**config.mk**
```make
export PLATFORM = sky130hd
export DESIGN_NAME = ctrl_pipe
export DESIGN_NICKNAME = d
export VERILOG_FILES = /design/src/rtl/ctrl_pipe_pkg.sv /design/src/rtl/ctrl_pipe_stage.sv /design/src/rtl/ctrl_pipe.sv
export SDC_FILE = /design/constraint.sdc
export NUM_CORES = 1
export LEC_CHECK = 0
export ABC_CLOCK_PERIOD_IN_PS = 1100
export CELL_PAD_IN_SITES_DETAIL_PLACEMENT = 0
export CELL_PAD_IN_SITES_GLOBAL_PLACEMENT = 1
export CORE_AREA = 10 10 47 49
export DETAILED_ROUTE_END_ITERATION = 8
export DIE_AREA = 0 0 57 59
export PLACE_DENSITY_LB_ADDON = 0.1
export REMOVE_ABC_BUFFERS = 1
export SLEW_MARGIN = 10
export SYNTH_ARGS = -nofsm -noshare
export SYNTH_HDL_FRONTEND = slang
export SYNTH_SLANG_ARGS = --single-unit
```
**constraint.sdc**
```tcl
create_clock -name clk -period 1.1 [get_ports clk]
set_clock_uncertainty 0.05 [all_clocks]
set_input_delay 0.165 -clock clk [delete_from_list [all_inputs] [get_ports clk]]
set_output_delay 0.165 -clock clk [all_outputs]
set_load 0.005 [all_outputs]
```
**src/rtl/ctrl_pipe_pkg.sv**
```systemverilog
// ctrl_pipe_pkg: shared control-payload types for the ctrl_pipe pipeline
package ctrl_pipe_pkg;
  typedef struct packed {
    logic       mem_read;
    logic       mem_write;
    logic [1:0] mem_size;
    logic       mem_unsigned;
  } mem_ctrl_t;
  localparam mem_ctrl_t MEM_CTRL_NOP = '0;
endpackage

```
**src/rtl/ctrl_pipe_stage.sv**
```systemverilog
// ctrl_pipe_stage: one valid/payload register pair of the control pipeline
module ctrl_pipe_stage
  import ctrl_pipe_pkg::*;
#(
  parameter int WIDTH        = 2,
  parameter bit ZERO_INVALID = 1
) (
  input  logic             clk,
  input  logic             reset,
  input  logic             i_adv,
  input  logic             i_kill,
  input  logic             i_src_valid,
  input  logic [WIDTH-1:0] i_src_data,
  output logic             o_v,
  output logic [WIDTH-1:0] o_d
);
  logic             r_v;
  logic [WIDTH-1:0] r_d;
  // clear on reset/kill, load from source on advance, otherwise hold
  always_ff @(posedge clk) begin
    if (reset || i_kill) begin
      r_v <= 1'b0;
      r_d <= '0;
    end else if (i_adv) begin
      r_v <= i_src_valid;
      r_d <= i_src_valid ? i_src_data : (ZERO_INVALID ? '0 : r_d);
    end
  end
  assign o_v = r_v;
  assign o_d = r_d;
endmodule

```
**src/rtl/ctrl_pipe.sv**
```systemverilog
// ctrl_pipe: multi-stage control pipeline with bubble-collapsing stall and flush
module ctrl_pipe
  import ctrl_pipe_pkg::*;
#(
  parameter int WIDTH        = 2,
  parameter int DEPTH        = 1,
  parameter bit ZERO_INVALID = 1
) (
  input  logic                       clk,
  input  logic                       reset,
  input  logic                       flush,
  input  logic                       stall,
  input  logic                       in_valid,
  input  logic [WIDTH-1:0]           in_data,
  output logic                       in_ready,
  output logic                       out_valid,
  output logic [WIDTH-1:0]           out_data,
  output logic [$clog2(DEPTH+1)-1:0] occupancy
);
  localparam int OW = $clog2(DEPTH+1);
  logic [DEPTH-1:0] w_v;
  logic [DEPTH-1:0] w_adv;
  logic [DEPTH-1:0] w_src_v;
  logic [DEPTH-1:0] w_v_nxt;
  logic [WIDTH-1:0] w_d     [DEPTH];
  logic [WIDTH-1:0] w_src_d [DEPTH];
  logic [OW-1:0]    w_occ_nxt;
  logic [OW-1:0]    r_occ;
  logic             w_acc;
  // stall ripples upstream only through a contiguous run of full stages
  always_comb begin
    w_acc = !stall || !w_v[DEPTH-1];
    w_adv[DEPTH-1] = w_acc;
    for (int i = DEPTH - 2; i >= 0; i--) begin
      w_acc = !w_v[i] || w_acc;
      w_adv[i] = w_acc;
    end
  end
  // each stage sources from its predecessor; stage 0 sources from the input
  always_comb begin
    w_src_v = DEPTH'({w_v, in_valid});
    w_src_d[0] = in_data;
    for (int i = 1; i < DEPTH; i++) w_src_d[i] = w_d[i-1];
  end
  // occupancy tracks the popcount of the valid bits they will hold after this edge
  always_comb begin
    w_occ_nxt = '0;
    for (int i = 0; i < DEPTH; i++) begin
      w_v_nxt[i] = (reset || flush) ? 1'b0 : (w_adv[i] ? w_src_v[i] : w_v[i]);
      w_occ_nxt = w_occ_nxt + OW'(w_v_nxt[i]);
    end
  end
  // registered occupancy, updated on the same edge as the valid bits
  always_ff @(posedge clk) begin
    if (reset) r_occ <= '0;
    else r_occ <= w_occ_nxt;
  end
  genvar s;
  for (s = 0; s < DEPTH; s++) begin : g_stage
    ctrl_pipe_stage #(.WIDTH(WIDTH), .ZERO_INVALID(ZERO_INVALID)) u_stage (
      .clk        (clk),
      .reset      (reset),
      .i_adv      (w_adv[s]),
      .i_kill     (flush),
      .i_src_valid(w_src_v[s]),
      .i_src_data (w_src_d[s]),
      .o_v        (w_v[s]),
      .o_d        (w_d[s])
    );
  end
  assign in_ready  = w_adv[0];
  assign out_valid = w_v[DEPTH-1];
  assign out_data  = w_d[DEPTH-1];
  assign occupancy = r_occ;
endmodule
```
==> flow_metrics.py, run 1 <==
metrics = {
    "layout": {
        "register_area_um2": 83.8,
        "fin_area_um2": 339,
        "layout_common_cells": "clkdlybuf4s50_1 (5), dlygate4sd2_1 (5), buf_4 (4), clkbuf_4 (3), dfxtp_1 (3)",
        "antenna_cells": 0,
        "nets": 41,
        "multiInputGateArea_um2": 83.8,
        "fillers": 171,
        "synthToLayoutAreaGrowth_pct": 113,
        "drive_gt1_share_pct": 37.5,
    },
    "min_path": {
        "hp-class": "reg -> reg",
        "whs_path_depth": 2,
        "hp-start": "g_stage[0].u_stage.o_d[0]",
        "holdPathEnd": "g_stage[0].u_stage.o_d[0]",
    },
    "clock_tree": {
        "clock-root-buffer": "clkbuf_4",
        "hold_buffers": 0,
        "cts_tree": "built",
        "cts_buffer_depth": 2,
        "cts_buffers": 3,
        "clkTransAtPathRegs_ps": 40,
        "cts.sinks": 4,
        "ctsHtreeMaxLevel": 1,
        "clk_latency_ps": 230,
    },
    "worst_setup_path": {
        "reg2reg_from": "g_stage[0].u_stage.o_v",
        "crit_fanout": 6,
        "ff2ff_setup_slack_ps": 60,
        "path_buf_inv": 1,
        "crit_path_end_kind": "output port",
        "r2r-end": "g_stage[0].u_stage.o_d[0]",
        "critPathLaunchType": "register",
        "path_cells": "dlygate4sd2_1",
        "cp_top_family": "flip-flops",
        "critPathMaxStageDelay_ps": 350,
        "critPathSlowestCell": "dfxtp_4",
        "worst_ep_arrival_time_ps": 840,
        "cp.required_ps": 880,
        "reg2regPathDepth": 3,
        "crit_type": "reg -> out",
    },
    "route": {
        "wl_per_cell_um": 10.9,
        "via_per_inst": 3.85,
        "drc": 0,
        "totalWireLength_um": 521,
        "ant_nets": 0,
        "drtIter0Drc": 0,
        "vias": 185,
        "first_pass_iters": 1,
    },
    "timing": {
        "fin_crit_sh_pct": 96.1,
        "slew_headroom_pct": 83.2,
        "fmax_ghz": 0.946,
        "slew_violations": 0,
        "hold_violations": 0,
        "grt_setup_unrepaired": "false",
        "worstMarginPinSlew_ps": 251,
        "setup_viol": 0,
        "fin_crit_ps": 1060,
    },
    "synth": {
        "yosysUniqueCellTypes": 7,
        "synth.area.top_cells": "dfxtp_1 (50%), a2111oi_2 (19%), a21bo_1 (13%)",
        "synth_top_area_share_pct": 50.4,
        "yosys_register_bits": 4,
        "synth_top_cell_by_area": "dfxtp_1",
        "ys_warn_count": 0,
        "synthCells": 14,
        "ys_seq_area_share_pct": 50.4,
        "avgSynthCellArea_um2": 11.4,
        "syn_area_um2": 159,
    },
    "run": {
        "cap_violations": 0,
    },
    "floorplan": {
        "coreArea_um2": 1400,
        "pin_count": 12,
        "fp.dieArea_um2": 3360,
        "fp-row-count": 14,
        "start_util_pct": 11.3,
        "chipHeight_um": 59,
        "fp.dieW_um": 57,
    },
    "placement": {
        "portBuffers": 11,
        "routabilityCongestion": 0.660,
        "postPlaceCellArea_um2": 312,
    },
    "power": {
        "internal_power_mw": 0.312,
        "finalPower_mw": 0.391,
        "power_density_nw_per_um2": 1150,
        "switchingPower_mw": 0.0790,
        "power.share.sequential_pct": 39.4,
        "combinationalPowerShare_pct": 16.0,
        "clockPowerShare_pct": 44.5,
        "p_sw_share_pct": 20.2,
        "p_leak_nw": 0.149,
        "irDropWorstVdd_mv": 0.322,
    },
    "global_route": {
        "antenna_found_initial": 0,
        "gr-usage-all-layers_pct": 3.50,
        "grt_overflow": 0,
        "first_global_vias": 225,
        "grt_pass1_wl_um": 862,
        "grt_max_degree": 7,
    },
    "status": {
        "status": "finished clean",
    },
}
==> layout make-up <==
class | count | area share, %
clock buffer | 3 | 6.64
multi-input combinational | 10 | 24.7
timing repair buffer | 15 | 38.0
tap | 16 | 5.90
sequential | 4 | 24.7
==> cells in the mapped netlist <==
library cell  instances
a21oi_1               1
nor3_1                2
nand3_1               2
nand2_1               1
a21bo_1               2
dfxtp_1               4
a2111oi_2             2
==> per-layer routing <==
layer | vias up | track usage (%) | share of wire (%)
li1 | 93 | - | -
met1 | 86 | 2.97 | 40
met2 | 6 | 5.12 | 51
met3 | 0 | 2.36 | 9.0
met4 | 0 | 4.03 | 0
met5 | - | 0 | 0
==> cells by family (layout without fill, tap and decap cells) <==
kind of cell / after synthesis / in the layout / synth area share (%)
AOI/OAI and AO/OA: 5 / 5 / 34.6
DFF: 4 / 4 / 50.4
buffers and inverters: 0 / 18 / 0
and+or+nand+nor: 5 / 5 / 15.0
==> stage by stage <==
| stage | utilization (%) | worst slack, ps | hold slack [ps] | std cells | TNS, ps |
|---|---|---|---|---|---|
| after floorplan | - | 104 | 191 | 14 | 0 |
| after global placement | 22.2 | -347 | 445 | 44 | -1390 |
| after detailed placement | 22.2 | -350 | 440 | 44 | -1380 |
| after CTS | 24.2 | 10.9 | 442 | 48 | 0 |
| after global routing | 24.2 | 1.63 | 455 | 48 | 0 |
| final | 24.2 | 43.4 | 418 | 48 | 0 |
==> how the worst max path moves through the flow <==
stage | start | slack (ps) | cells past startpoint | endpoint
after floorplan | g_stage[0].u_stage.o_v | 100 | 2 | g_stage[0].u_stage.o_d[0]
after global placement | stall | -350 | 4 | g_stage[0].u_stage.o_d[1]
after detailed placement | stall | -350 | 4 | g_stage[0].u_stage.o_d[0]
after CTS | in_data[0] | 10 | 3 | g_stage[0].u_stage.o_d[0]
after global routing | g_stage[0].u_stage.o_v | 2 | 3 | g_stage[0].u_stage.o_d[0]
final | g_stage[0].u_stage.o_v | 40 | 1 | out_valid
==> repair_timing <==
action | CTS | global route
buffers inserted | 1 | 0
endpoints found under the setup margin | 7 | 2
pin swaps | 1 | 1
gates resized for setup | 9 | 2
==> power groups by stage <==
stage	clock network [mW]	registers (mW)	logic, mW
2_1_floorplan	0	0.158	0.0138
3_5_place_dp	0	0.158	0.0663
6_report	0.174	0.154	0.0627
5_1_grt	0.203	0.155	0.0672
3_3_place_gp	0	0.158	0.0669
4_1_cts	0.185	0.154	0.0639
==> state kept, by name, summed over array words and instances (netlist names) <==
signal and flops:
g_stage.u_stage.o_d 2, g_stage.u_stage.o_v 1, occupancy 1
Power figures use the tool's default switching activity.
==> inputs of run 2 (changes only) <==
Settings changed: ABC_CLOCK_PERIOD_IN_PS 1100 to 1040.
Clock period 1.1 ns to 1.04 ns, I/O delays scaled along.
==> flow_metrics.py, run 2 (synthesized netlist as in run 1, its figures left out) <==
metrics = {
    "floorplan": {
        "fp-row-count": 14,
        "coreArea_um2": 1400,
        "start_util_pct": 11.3,
        "pin_count": 12,
        "chipHeight_um": 59,
        "fp.dieArea_um2": 3360,
        "fp.dieW_um": 57,
    },
    "route": {
        "first_pass_iters": 1,
        "vias": 180,
        "via_per_inst": 3.83,
        "ant_nets": 0,
        "drc": 0,
        "drtIter0Drc": 0,
        "wl_per_cell_um": 12.0,
        "totalWireLength_um": 562,
    },
    "run": {
        "cap_violations": 0,
    },
    "timing": {
        "grt_setup_unrepaired": "true",
        "fmax_ghz": 0.929,
        "setup_viol": 3,
        "whs_ps": 328,
        "fin_ws_ps": -36.6,
        "fin_crit_ps": 1080,
        "slew_headroom_pct": 82.8,
        "hold_violations": 0,
        "slew_violations": 0,
        "worstMarginPinSlew_ps": 257,
        "fin_crit_sh_pct": 104,
    },
    "global_route": {
        "antenna_found_initial": 0,
        "grt_overflow": 0,
        "grt_max_degree": 6,
        "use_met3_pct": 3.00,
        "gr-usage-all-layers_pct": 3.98,
        "grt_pass1_wl_um": 986,
        "first_global_vias": 225,
        "grt_busiest_layer": "met2",
        "met2_usage_pct": 5.43,
        "grtUsageMet1_pct": 3.33,
    },
    "worst_setup_path": {
        "cp.required_ps": 1120,
        "crit_fanout": 5,
        "ff2ff_setup_slack_ps": -40,
        "r2r-end": "g_stage[0].u_stage.o_d[0]",
        "crit_type": "reg -> reg",
        "reg2reg_from": "g_stage[0].u_stage.o_v",
        "reg2regPathDepth": 3,
        "worst_ep_arrival_time_ps": 1160,
        "critPathLaunchType": "register",
        "crit_path_end_kind": "register",
    },
    "clock_tree": {
        "cts_buffer_depth": 2,
        "cts.sinks": 4,
        "ctsHtreeMaxLevel": 1,
        "hold_buffers": 0,
        "clk_latency_ps": 230,
        "cts_buffers": 3,
        "cts_setup_buffers": 0,
        "clock-root-buffer": "clkbuf_4",
        "cts_tree": "built",
        "clkTransAtPathRegs_ps": 40,
    },
    "layout": {
        "fillers": 160,
        "largest_reg_flops": 2,
        "antenna_cells": 0,
        "layout_common_cells": "clkdlybuf4s50_1 (4), clkbuf_4 (3), dfxtp_1 (3), dlygate4sd2_1 (3)",
        "fin_area_um2": 360,
        "synthToLayoutAreaGrowth_pct": 127,
        "final_common_cell": "clkdlybuf4s50_1",
        "nets": 40,
        "drive_gt1_share_pct": 32.3,
    },
    "power": {
        "power_density_nw_per_um2": 1180,
        "p_leak_nw": 0.147,
        "irDropWorstVdd_mv": 0.444,
    },
    "placement": {
        "routabilityCongestion": 0.586,
        "postPlaceCellArea_um2": 312,
        "portBuffers": 11,
        "dp_hpwl_um": 470,
    },
    "status": {
        "violations": "setup timing",
        "status": "finished with violations",
    },
    "min_path": {
        "hp-start": "in_data[1]",
        "holdPathEnd": "g_stage[0].u_stage.o_d[1]",
        "whs_path_depth": 3,
        "hp-class": "in -> reg",
    },
}
==> run 2: cell types whose count changed in the layout (fill, tap and decap cells not counted), sizes merged <==
| cell | delta |
|---|---|
| dlymetal6s2s | +1 |
| clkdlybuf4s50 | -1 |
| clkdlybuf4s15 | +2 |
| clkbuf | -1 |
| dlygate4sd2 | -2 |
==> run 2: metal layers <==
metal,part of all wire [%],up-vias
li1,-,90
met1,32,84
met3,13,0
met4,0,0
met5,0,-
met2,54,6
==> run 2: critical path, stage by stage, from the launching register on <==
cell	delay, ps
dfxtp_4	350
buf_6	110
a21bo_1	190
a2111oi_4	280
==> run 2: cell type report <==
class                   count  area (µm²)  area share [%]
well taps                  16        20.0            5.56
repair buffers             14         130            36.1
clock buffers               3        22.5            6.25
flip-flops and latches      4        83.8            23.3
multi-input cells          10         104            28.8
==> run 2: worst max-delay path by stage <==
stage                                      to  cells past startpoint                   start
floorplan           g_stage[0].u_stage.o_d[0]                      2  g_stage[0].u_stage.o_v
global placement    g_stage[0].u_stage.o_d[1]                      4                   stall
detailed placement  g_stage[0].u_stage.o_d[1]                      4                   stall
CTS                                 out_valid                      1  g_stage[0].u_stage.o_v
global route        g_stage[0].u_stage.o_d[0]                      3  g_stage[0].u_stage.o_v
finish              g_stage[0].u_stage.o_d[0]                      3  g_stage[0].u_stage.o_v
==> run 2: through the flow <==
step / worst slack [ps] / TNS [ps] / instances / util (%) / total power, mW
2_1_floorplan: 44.1 / 0 / 14 / - / 0.181
3_3_place_gp: -379 / -1590 / 44 / 22.2 / 0.237
3_5_place_dp: -409 / -1630 / 44 / 22.2 / 0.237
4_1_cts: -29.2 / -53.2 / 47 / 23.4 / 0.435
5_1_grt: -92.2 / -172 / 47 / 25.7 / 0.461
6_report: -36.6 / -57.1 / 47 / 25.7 / 0.425
==> run 2: timing repair <==
item / 4_1_cts / 5_1_grt
endpoints found under the setup margin: 7 / 6
gates resized for setup: 11 / 6
pin swaps: 2 / 2
==> run 2: report_power, final <==
part	total, mW	switching [mW]	internal [mW]
clock	0.189	0.0602	0.129
sequential	0.163	0.00393	0.159
combinational	0.0728	0.0292	0.0436
total	0.425	0.0934	0.331
